File: config.mk
export PLATFORM = sky130hd
export DESIGN_NAME = inst_imm_packer
export DESIGN_NICKNAME = d
export VERILOG_FILES = /design/src/rtl/legv8_pkg.sv /design/src/rtl/imm_field_pack.sv /design/src/rtl/inst_imm_packer.sv
export SDC_FILE = /design/constraint.sdc
export NUM_CORES = 1
export LEC_CHECK = 0
export ABC_AREA = 1
export CORE_MARGIN = 5
export CORE_UTILIZATION = 44
export CTS_CLUSTER_SIZE = 10
export DETAILED_ROUTE_END_ITERATION = 6
export GPL_ROUTABILITY_DRIVEN = 0
export GPL_TIMING_DRIVEN = 1
export PLACE_DENSITY = 0.92
export SYNTH_ARGS = -nofsm -noshare
export SYNTH_HDL_FRONTEND = slang
export SYNTH_SLANG_ARGS = --single-unit
File: constraint.sdc
create_clock -name clk -period 1.3 [get_ports clk]
set_input_delay 0.26 -clock clk [delete_from_list [all_inputs] [get_ports clk]]
set_output_delay 0.26 -clock clk [all_outputs]
set_load 0.005 [all_outputs]
File: src/rtl/legv8_pkg.sv
// ---------------------------------------------------------------------------
// legv8_pkg
// Shared definitions for the LEGv8 immediate encode path: the immediate
// format selector, where each format's field sits in the instruction word,
// and the legal value range of each format.
// ---------------------------------------------------------------------------
package legv8_pkg;

   // Immediate format selector; the encoding matches the in_fmt port.
   typedef enum logic [1:0] {
      FMT_I  = 2'd0,
      FMT_D  = 2'd1,
      FMT_B  = 2'd2,
      FMT_CB = 2'd3
   } imm_fmt_e;

   // Field position (LSB) and width inside the 32-bit instruction word.
   localparam int unsigned FMT_I_LSB  = 10;
   localparam int unsigned FMT_I_W    = 12;
   localparam int unsigned FMT_D_LSB  = 12;
   localparam int unsigned FMT_D_W    = 9;
   localparam int unsigned FMT_B_LSB  = 0;
   localparam int unsigned FMT_B_W    = 26;
   localparam int unsigned FMT_CB_LSB = 5;
   localparam int unsigned FMT_CB_W   = 16;

   // Branch immediates are byte offsets to word-aligned targets; the
   // instruction stores them in words, so the low bits are dropped.
   localparam int unsigned BRANCH_SCALE_BITS = 2;

   // Legal ranges of the immediate value for each format.
   localparam logic [63:0]        FMT_I_MAX  = 64'd4095;
   localparam logic [63:0]        FMT_D_MAX  = 64'd511;
   localparam logic [63:0]        FMT_CB_MAX = 64'd262140;
   localparam logic signed [63:0] FMT_B_MIN  = -64'sd134217728;
   localparam logic signed [63:0] FMT_B_MAX  = 64'sd134217724;

   // Keeps the low 'width' bits of 'bits' and moves them to bit 'lsb'.
   function automatic logic [31:0] placeField(input logic [63:0] bits,
                                              input int unsigned width,
                                              input int unsigned lsb);
      logic [63:0] mask;
      mask = (64'd1 << width) - 64'd1;
      return 32'((bits & mask) << lsb);
   endfunction

endpackage

File: src/rtl/imm_field_pack.sv
// ---------------------------------------------------------------------------
// imm_field_pack
// Combinational immediate packer: turns a format and a 64-bit immediate into
// the positioned field bits (ready to be OR-merged into a base instruction)
// and an out-of-range / misalignment flag.
//
// Optional feature macro: INST_IMM_PACKER_RANGE_CHECK_EN
//   defined     -> err_o reports illegal or misaligned immediates
//   not defined -> err_o is tied to 0; fields are silently truncated
//
// Ports:
//   fmt_i    in   immediate format (I, D, B, CB)
//   imm_i    in   64-bit immediate value (byte offset for B/CB)
//   field_o  out  field bits already shifted into their word position
//   err_o    out  immediate did not fit or was misaligned
// ---------------------------------------------------------------------------
module imm_field_pack
   import legv8_pkg::*;
(
   input  imm_fmt_e    fmt_i,
   input  logic [63:0] imm_i,
   output logic [31:0] field_o,
   output logic        err_o
);

   logic [63:0] wordOffset;

   assign wordOffset = imm_i >> BRANCH_SCALE_BITS;

   // Field selection: out-of-range values are truncated to the field width,
   // so the word is always well-formed even when err_o is raised.
   always_comb begin
      field_o = '0;
      case (fmt_i)
         FMT_I:  field_o = placeField(imm_i,      FMT_I_W,  FMT_I_LSB);
         FMT_D:  field_o = placeField(imm_i,      FMT_D_W,  FMT_D_LSB);
         FMT_B:  field_o = placeField(wordOffset, FMT_B_W,  FMT_B_LSB);
         FMT_CB: field_o = placeField(wordOffset, FMT_CB_W, FMT_CB_LSB);
         default: field_o = '0;
      endcase
   end

`ifdef INST_IMM_PACKER_RANGE_CHECK_EN
   logic signed [63:0] immSigned;
   logic               misaligned;

   assign immSigned  = $signed(imm_i);
   assign misaligned = (imm_i[1:0] != 2'b00);

   // Range check: I, D and CB are unsigned offsets, B is a signed
   // PC-relative offset; both branch forms need word alignment.
   always_comb begin
      err_o = 1'b0;
      case (fmt_i)
         FMT_I:  err_o = (imm_i > FMT_I_MAX);
         FMT_D:  err_o = (imm_i > FMT_D_MAX);
         FMT_B:  err_o = misaligned || (immSigned < FMT_B_MIN) || (immSigned > FMT_B_MAX);
         FMT_CB: err_o = misaligned || (imm_i > FMT_CB_MAX);
         default: err_o = 1'b0;
      endcase
   end
`else
   // Without checking, the bits above and below the fields are never looked
   // at; they are gathered here so that is visibly intentional.
   logic unusedImmBits;

   assign unusedImmBits = ^{imm_i[63:28], imm_i[1:0]};
   assign err_o         = 1'b0;
`endif

endmodule

File: src/rtl/inst_imm_packer.sv
// ---------------------------------------------------------------------------
// inst_imm_packer
// Two-stage pipelined immediate encoder for the LEGv8 instruction loader.
// Stage 1 captures an accepted input together with its packed field and
// error flag; stage 2 holds the merged instruction word presented on out_*.
// A word-address counter supplies out_addr and advances on every delivered
// word; a saturating counter tallies delivered words flagged as errored.
//
// Optional feature macro: INST_IMM_PACKER_RANGE_CHECK_EN
//   defined     -> range/alignment checks drive out_err and err_cnt
//   not defined -> out_err is always 0 and err_cnt stays 0
//
// Ports:
//   clk        in   clock, rising edge
//   reset      in   synchronous active-high reset
//   start      in   pulse: clears address and error counters
//   in_valid   in   input word present
//   in_ready   out  input accepted this cycle when in_valid is high
//   in_base    in   base instruction (immediate field expected zero)
//   in_fmt     in   0=I, 1=D, 2=B, 3=CB
//   in_imm     in   64-bit immediate
//   out_valid  out  packed word available
//   out_ready  in   consumer takes the word
//   out_word   out  packed instruction word
//   out_addr   out  instruction-memory word address for out_word
//   out_err    out  immediate was out of range or misaligned
//   err_cnt    out  saturating count of errored words delivered
// ---------------------------------------------------------------------------
module inst_imm_packer
   import legv8_pkg::*;
#(
   parameter int ADDR_W   = 8,
   parameter int ERRCNT_W = 8
) (
   input  logic                clk,
   input  logic                reset,
   input  logic                start,
   input  logic                in_valid,
   output logic                in_ready,
   input  logic [31:0]         in_base,
   input  logic [1:0]          in_fmt,
   input  logic [63:0]         in_imm,
   output logic                out_valid,
   input  logic                out_ready,
   output logic [31:0]         out_word,
   output logic [ADDR_W-1:0]   out_addr,
   output logic                out_err,
   output logic [ERRCNT_W-1:0] err_cnt
);

   logic              s1Valid_q, s1Valid_d;
   logic [31:0]       s1Base_q,  s1Base_d;
   logic [31:0]       s1Field_q, s1Field_d;
   logic              s1Err_q,   s1Err_d;
   logic              s2Valid_q, s2Valid_d;
   logic [31:0]       s2Word_q,  s2Word_d;
   logic              s2Err_q,   s2Err_d;
   logic [ADDR_W-1:0] addr_q,    addr_d;

   logic        accept;
   logic        s2Load;
   logic        fire;
   logic [31:0] packField;
   logic        packErr;

   imm_field_pack uFieldPack (
      .fmt_i   (imm_fmt_e'(in_fmt)),
      .imm_i   (in_imm),
      .field_o (packField),
      .err_o   (packErr)
   );

   // Handshakes: stage 2 refills whenever its word leaves (or it is empty),
   // and stage 1 may take a new word in the same cycle it hands one on,
   // which gives one word per cycle when the consumer never stalls.
   assign fire     = s2Valid_q && out_ready;
   assign s2Load   = s1Valid_q && (!s2Valid_q || out_ready);
   assign in_ready = !s1Valid_q || s2Load;
   assign accept   = in_valid && in_ready;

   // Next-state for both pipeline stages and the address counter. start
   // beats a simultaneous fire so a new load always begins at address 0.
   always_comb begin
      s1Valid_d = s1Valid_q;
      s1Base_d  = s1Base_q;
      s1Field_d = s1Field_q;
      s1Err_d   = s1Err_q;
      s2Valid_d = s2Valid_q;
      s2Word_d  = s2Word_q;
      s2Err_d   = s2Err_q;
      addr_d    = addr_q;

      if (accept) begin
         s1Valid_d = 1'b1;
         s1Base_d  = in_base;
         s1Field_d = packField;
         s1Err_d   = packErr;
      end else if (s2Load) begin
         s1Valid_d = 1'b0;
      end

      if (s2Load) begin
         s2Valid_d = 1'b1;
         s2Word_d  = s1Base_q | s1Field_q;
         s2Err_d   = s1Err_q;
      end else if (fire) begin
         s2Valid_d = 1'b0;
      end

      if (start) begin
         addr_d = '0;
      end else if (fire) begin
         addr_d = addr_q + ADDR_W'(1);
      end
   end

   // Pipeline and address registers; reset drops any words in flight.
   always_ff @(posedge clk) begin
      if (reset) begin
         s1Valid_q <= 1'b0;
         s1Base_q  <= '0;
         s1Field_q <= '0;
         s1Err_q   <= 1'b0;
         s2Valid_q <= 1'b0;
         s2Word_q  <= '0;
         s2Err_q   <= 1'b0;
         addr_q    <= '0;
      end else begin
         s1Valid_q <= s1Valid_d;
         s1Base_q  <= s1Base_d;
         s1Field_q <= s1Field_d;
         s1Err_q   <= s1Err_d;
         s2Valid_q <= s2Valid_d;
         s2Word_q  <= s2Word_d;
         s2Err_q   <= s2Err_d;
         addr_q    <= addr_d;
      end
   end

   assign out_valid = s2Valid_q;
   assign out_word  = s2Word_q;
   assign out_err   = s2Err_q;
   assign out_addr  = addr_q;

`ifdef INST_IMM_PACKER_RANGE_CHECK_EN
   logic [ERRCNT_W-1:0] errCnt_q, errCnt_d;

   // Errored-word tally: counts delivered words only, sticks at all-ones,
   // and is cleared by start even when a word is delivered that cycle.
   always_comb begin
      errCnt_d = errCnt_q;
      if (start) begin
         errCnt_d = '0;
      end else if (fire && s2Err_q && (errCnt_q != '1)) begin
         errCnt_d = errCnt_q + ERRCNT_W'(1);
      end
   end

   // Error counter register.
   always_ff @(posedge clk) begin
      if (reset) begin
         errCnt_q <= '0;
      end else begin
         errCnt_q <= errCnt_d;
      end
   end

   assign err_cnt = errCnt_q;
`else
   assign err_cnt = '0;
`endif

endmodule

* After elaboration in Yosys (flattened, before gate mapping) *
Index checks and enable logic that the tools add are counted.

cells by class
  equality and inequality tests = 3
  reductions and logical operators = 11
  add/subtract/negate cells = 1
  bitwise gates (word level) = 1
  mux-type cells = 5

operators by type and width
  kind                   count
  $pmux W32 S4           1
  $or A32 B32 Y32        1
  $add A8 B1 Y8 const B  1
  $eq A2 B2 Y1 const B   2
  $mux W1                4
  $reduce_bool A2 Y1     2
  $logic_and A1 B1 Y1    3
  $eq A2 B1 Y1 const B   1
  $logic_not A1 Y1       2
  $logic_not A2 Y1       1
  $logic_or A1 B1 Y1     2
  $reduce_or A2 Y1       1

word-level totals
  input port bits = 103
  flip-flop bits (word level) = 106
  logic and storage cells = 27

* Logic depth before layout (Yosys ltp) *
Gate-level depths: netlist of the first run.

  depth after elaboration = 6
  mapped depth = 9
  depth with buffers taken out = 8

* Cells and area by module *
A second synthesis of the first run with hierarchy kept.

second synthesis, totals
  cell total of the unflattened synthesis = 606
  area, all modules = 4550.6 sq um

by module, submodules not included
  module           instances  area an instance (sq um)  seq. area each (sq um)  cells an instance
  inst_imm_packer  1          3983.8                    2162.1                  504
  imm_field_pack   1          566.8                     0.0                     102

* Least setup slack after synthesis of the first run *
OpenSTA, ideal clock, no wires.

  kind = register -> register
  start = reg s2Valid_q, in the netlist out_valid
  end = reg s1Base_q[22]
  arrival time = 1039 ps
  library setup time = 116 ps
  cell stages (with the launch flop) = 8
  period minus slack after synthesis = 1155 ps
  path buffers = 2
  setup slack = 145 ps
  required time = 1184 ps
  cell sequence = dfxtp_1 -> nand3_2 -> nand2_2 -> inv_2 -> buf_6 -> buf_6 -> nor2_1 -> nor2_1

between the ends
  cells in the longest elaborated chain, start to end = 5

ends and longest elaborated chain
  item                    RTL line                source
  from (decl)             inst_imm_packer.sv:55   logic s2Valid_q, s2Valid_d;
  from (signal assigned)  inst_imm_packer.sv:133  s2Valid_q <= s2Valid_d;
  $logic_not A1 Y1        inst_imm_packer.sv:77   assign s2Load = s1Valid_q && (!s2Valid_q || out_ready);
  $logic_or A1 B1 Y1      inst_imm_packer.sv:77
  $logic_and A1 B1 Y1     inst_imm_packer.sv:77
  $logic_or A1 B1 Y1      inst_imm_packer.sv:78   assign in_ready = !s1Valid_q || s2Load;
  named net in_ready      inst_imm_packer.sv:39   output logic in_ready,
  $logic_and A1 B1 Y1     inst_imm_packer.sv:79   assign accept = in_valid && in_ready;
  to (signal assigned)    inst_imm_packer.sv:130  s1Base_q <= s1Base_d;
  to (decl)               inst_imm_packer.sv:52   logic [31:0] s1Base_q, s1Base_d;

The timed path passes the listed nets, and every way through them passes these cells.
A chain may end at the register's enable or synchronous reset.

* Worst setup path after layout of the first run *
  start = reg s1Valid_q
  end = reg s1Field_q[7]

between the ends
  cells in the longest elaborated chain, start to end = 3

ends and longest elaborated chain
  item                                                            RTL line                                      source
  from (decl)                                                     inst_imm_packer.sv:51                         logic s1Valid_q, s1Valid_d;
  from (signal assigned)                                          inst_imm_packer.sv:129                        s1Valid_q <= s1Valid_d;
  $logic_not A1 Y1 / $logic_and A1 B1 Y1 (equally long branches)  inst_imm_packer.sv:78, inst_imm_packer.sv:77
  $logic_or A1 B1 Y1 (*)                                          inst_imm_packer.sv:78
  $logic_and A1 B1 Y1 (*)                                         inst_imm_packer.sv:79
  to (signal assigned)                                            inst_imm_packer.sv:131                        s1Field_q <= s1Field_d;
  to (decl)                                                       inst_imm_packer.sv:53                         logic [31:0] s1Field_q, s1Field_d;

Mark *: on every way between the ends. The rest lies on a longest branch, timed or not.

==> summary.txt, run 1 <==
Final layout
  • Share of post-route cells with drive strength above 1: 0.164
  • Post-route insts no fill: 808
  • Area grow syn2layout: 40.8%
  • Finished Cell Area: 5750 um2
  • Final nets: about 800
  • Final core utilization: 0.628
  • # fillers: 799
  • # diodes: 0

Clock tree
  • Max clock buf depth: 2
  • H-tree levels: 3
  • Clk slew on worst S/H paths: 0.10 ns
  • Later-pin clock latency in the skew report: 0.36 ns
  • Sink Count: 100
  • CTS Buf Count: 9
  • CTS tree: done
  • Hold Buf Count CTS: 0
  • Root buf cell: clkbuf_8

Die
  • Core area: approximately 9200 um2
  • Starting Density: 0.446
  • Die H: 106 um
  • Die width: 106 um
  • Die footprint: roughly 11,000 um2
  • Ports: 154
  • FP Rows: 35

Logic synthesis
  • Synth unique cells: 27
  • Number of flops mapped to enable cells by yosys: 0
  • Predominant post-synthesis flop cell: dfxtp_1
  • Cell with the most instances after synthesis: nor2_1
  • Mapped Avg Cell Area: 7.28 um2
  • Post-synth top area cell: dfxtp_1
  • Synthesized area: 4080 um2
  • Post-synth top cells: nor2_1 (155), dfxtp_1 (100), nand2_1 (68)
  • Synth area leaders: dfxtp_1 (49%), nor2_1 (14%), o21ai_0 (6.4%)
  • Ys async rst share: 0
  • Yosys reg bits: 100
  • Synth warnings: 0
  • Area fraction of the dominant cell type after synthesis: 0.490
  • Syn Inst Count: ~560
  • Seq/Total Area, Yosys: 0.490

Status
  • Status: finished clean

Route
  • Drt total wl: roughly 11,000 um
  • Final ANT Viol Nets: 0
  • Iteration-0 DRC count of the detailed router: between 150 and 200
  • Vias per inst: 5.05
  • Drt wl/cell: 14.1 um
  • Residual DRC: 0
  • Vias: 4,082
  • TritonRoute pass-1 iters: 5

Critical path
  • CP Max Fanout: 18
  • Largest delay share family, worst path: flip-flops
  • Kind of end point of the critical path: register
  • CP max-delay cell: dfxtp_2
  • CP arrival: 1.52 ns
  • Startpoint Class: register
  • Setup Crit Path Kind: reg -> reg
  • Critical path cell sequence: nand3_4 > nand2_4 > buf_4 > buf_12 > a211oi_1 > nor2_1
  • CP bufs+invs: 2
  • Internal reg-to-reg setup slack: 0.03 ns
  • Largest stage delay, worst path: 0.35 ns
  • Critical Path RT: 1.55 ns

Place
  • DP Worst Slack: -0.401 ns
  • Placed instance area: about 5500 um2
  • Detailed Place HPWL: 8300 um
  • PortBufs: between 100 and 150
  • Placed cell count: 785

Run
  • Number of max-cap violations: 0

Timing
  • Tcrit/Tclk final: 0.974
  • Final setup viols: 0
  • Setup ws final: approximately 0.033 ns
  • FMAX: 789 MHz
  • Final Max Slew Viols: 0
  • Final setup TNS: 0 ns
  • Skew final: around 0.012 ns
  • Final hold slack: 0.359 ns
  • Min Tclk post-route: 1.27 ns
  • Final hold vios: 0

GRT
  • Initial antenna violation count: 0
  • First-pass GRT wire length: 18,700 um
  • Vias in the first global route: 4,064
  • Largest net degree at the start of global routing: between 40 and 50
  • Overall Global Routing Usage: 0.201
  • Global route total overflow: 0

Pwr
  • PwrDens: 1120 nW/um2
  • Leakage: 2.68 nW
  • Design Power: 6.46 mW
  • Worst vdd ir: about 0.6 mV

Worst hold path
  • Worst min-delay path class: in -> reg
## timing repair
action | CTS | global route
buffers inserted | 5 | 2
cloned | 0 | 0
pin swaps | 0 | 1
setup endpoints to repair | 44 | 29
gates resized for setup | 80 | 13
endpoints found under the hold margin | 0 | 0
## sequential cells by signal, summed over array words and instances (netlist names)
name	cells
s1Field_q	26
out_word	32
out_valid	1
out_addr	8
s1Valid_q	1
s1Base_q	32
## power by group
| part | leakage, nW | internal [mW] | total [mW] | switching [mW] |
|---|---|---|---|---|
| clock | 0.104 | 0.931 | 2.05 | 1.12 |
| sequential | 0.837 | 3.27 | 3.38 | 0.107 |
| combinational | 1.74 | 0.524 | 1.03 | 0.506 |
| total | 2.68 | 4.72 | 6.46 | 1.74 |
## cell type report
class,count,area (um2),area share
tap,111,139,0.0242
sequential,100,2040,0.355
multi-input combinational,394,1780,0.309
inverter,37,140,0.0244
timing repair buffer,150,1450,0.252
clock inverter,6,76.3,0.0133
clock buffer,10,128,0.0222
## placed cells by master (no fill, tap or decap), types with 2 or more instances in the layout
| master | instances |
|---|---|
| a211oi_1 | 2 |
| a21oi_1 | 15 |
| buf_12 | 9 |
| buf_2 | 2 |
| buf_4 | 33 |
| clkbuf_8 | 9 |
| clkdlybuf4s50_1 | 63 |
| conb_1 | 9 |
| dfxtp_1 | 69 |
| dfxtp_2 | 31 |
| dlygate4sd2_1 | 42 |
| inv_1 | 26 |
| inv_2 | 10 |
| inv_6 | 3 |
| nand2_1 | 67 |
| nand2_4 | 2 |
| nand3_1 | 21 |
| nand4_1 | 4 |
| nor2_1 | 152 |
| nor2_2 | 3 |
| nor3_1 | 26 |
| nor3_2 | 2 |
| nor3b_2 | 2 |
| o21ai_0 | 50 |
| o21ai_1 | 31 |
| o22ai_1 | 3 |
## worst register-to-register path: stages (launching register included)
cell      delay [ns]
dfxtp_2         0.35
nand3_4         0.10
nand2_4         0.07
buf_4           0.14
buf_12          0.14
a211oi_1        0.29
nor2_1          0.07
## metal layers
layer,GRT usage,routed length (um),vias up
met4,0.0759,256,0
met5,0,0,-
met2,0.357,5720,133
met3,0.0376,634,23
met1,0.240,4770,1871
li1,-,-,2055
## cell families (layout without fill, tap and decap cells)
| family | after synthesis | after routing | share of synthesized area |
|---|---|---|---|
| adder cells (fa/ha/maj) | 1 | 1 | 0.00306 |
| buffers and inverters | 75 | 203 | 0.0910 |
| flip-flops | 100 | 100 | 0.490 |
| AND/OR/NAND/NOR | 282 | 282 | 0.287 |
| other | 1 | 9 | 0.000919 |
| AO/OA/AOI/OAI | 102 | 102 | 0.128 |
## path summary, 6_finish.rpt
| kind | from | endpoint | cells after the start |
|---|---|---|---|
| setup reg to reg | s1Valid_q | s1Field_q[7] | 6 |
| hold / removal | out_ready | s1Valid_q | 4 |
| hold reg to reg | s1Field_q[22] | s1Field_q[22] | 2 |
| setup / recovery | s1Valid_q | s1Field_q[7] | 6 |
(Power assumes the default switching activity.)
==> run 2: changes to the inputs <==
Settings changed: ABC_CLOCK_PERIOD_IN_PS from default to 1300.
==> results of run 2 <==
Same layout as run 1: the final DEF is identical, and so are final timing and power.
==> run 3: changes to the inputs <==
Settings changed: HOLD_SLACK_MARGIN from default to 0.1.
==> results of run 3 <==
Same layout as run 1: the final DEF is identical, and so are final timing and power.
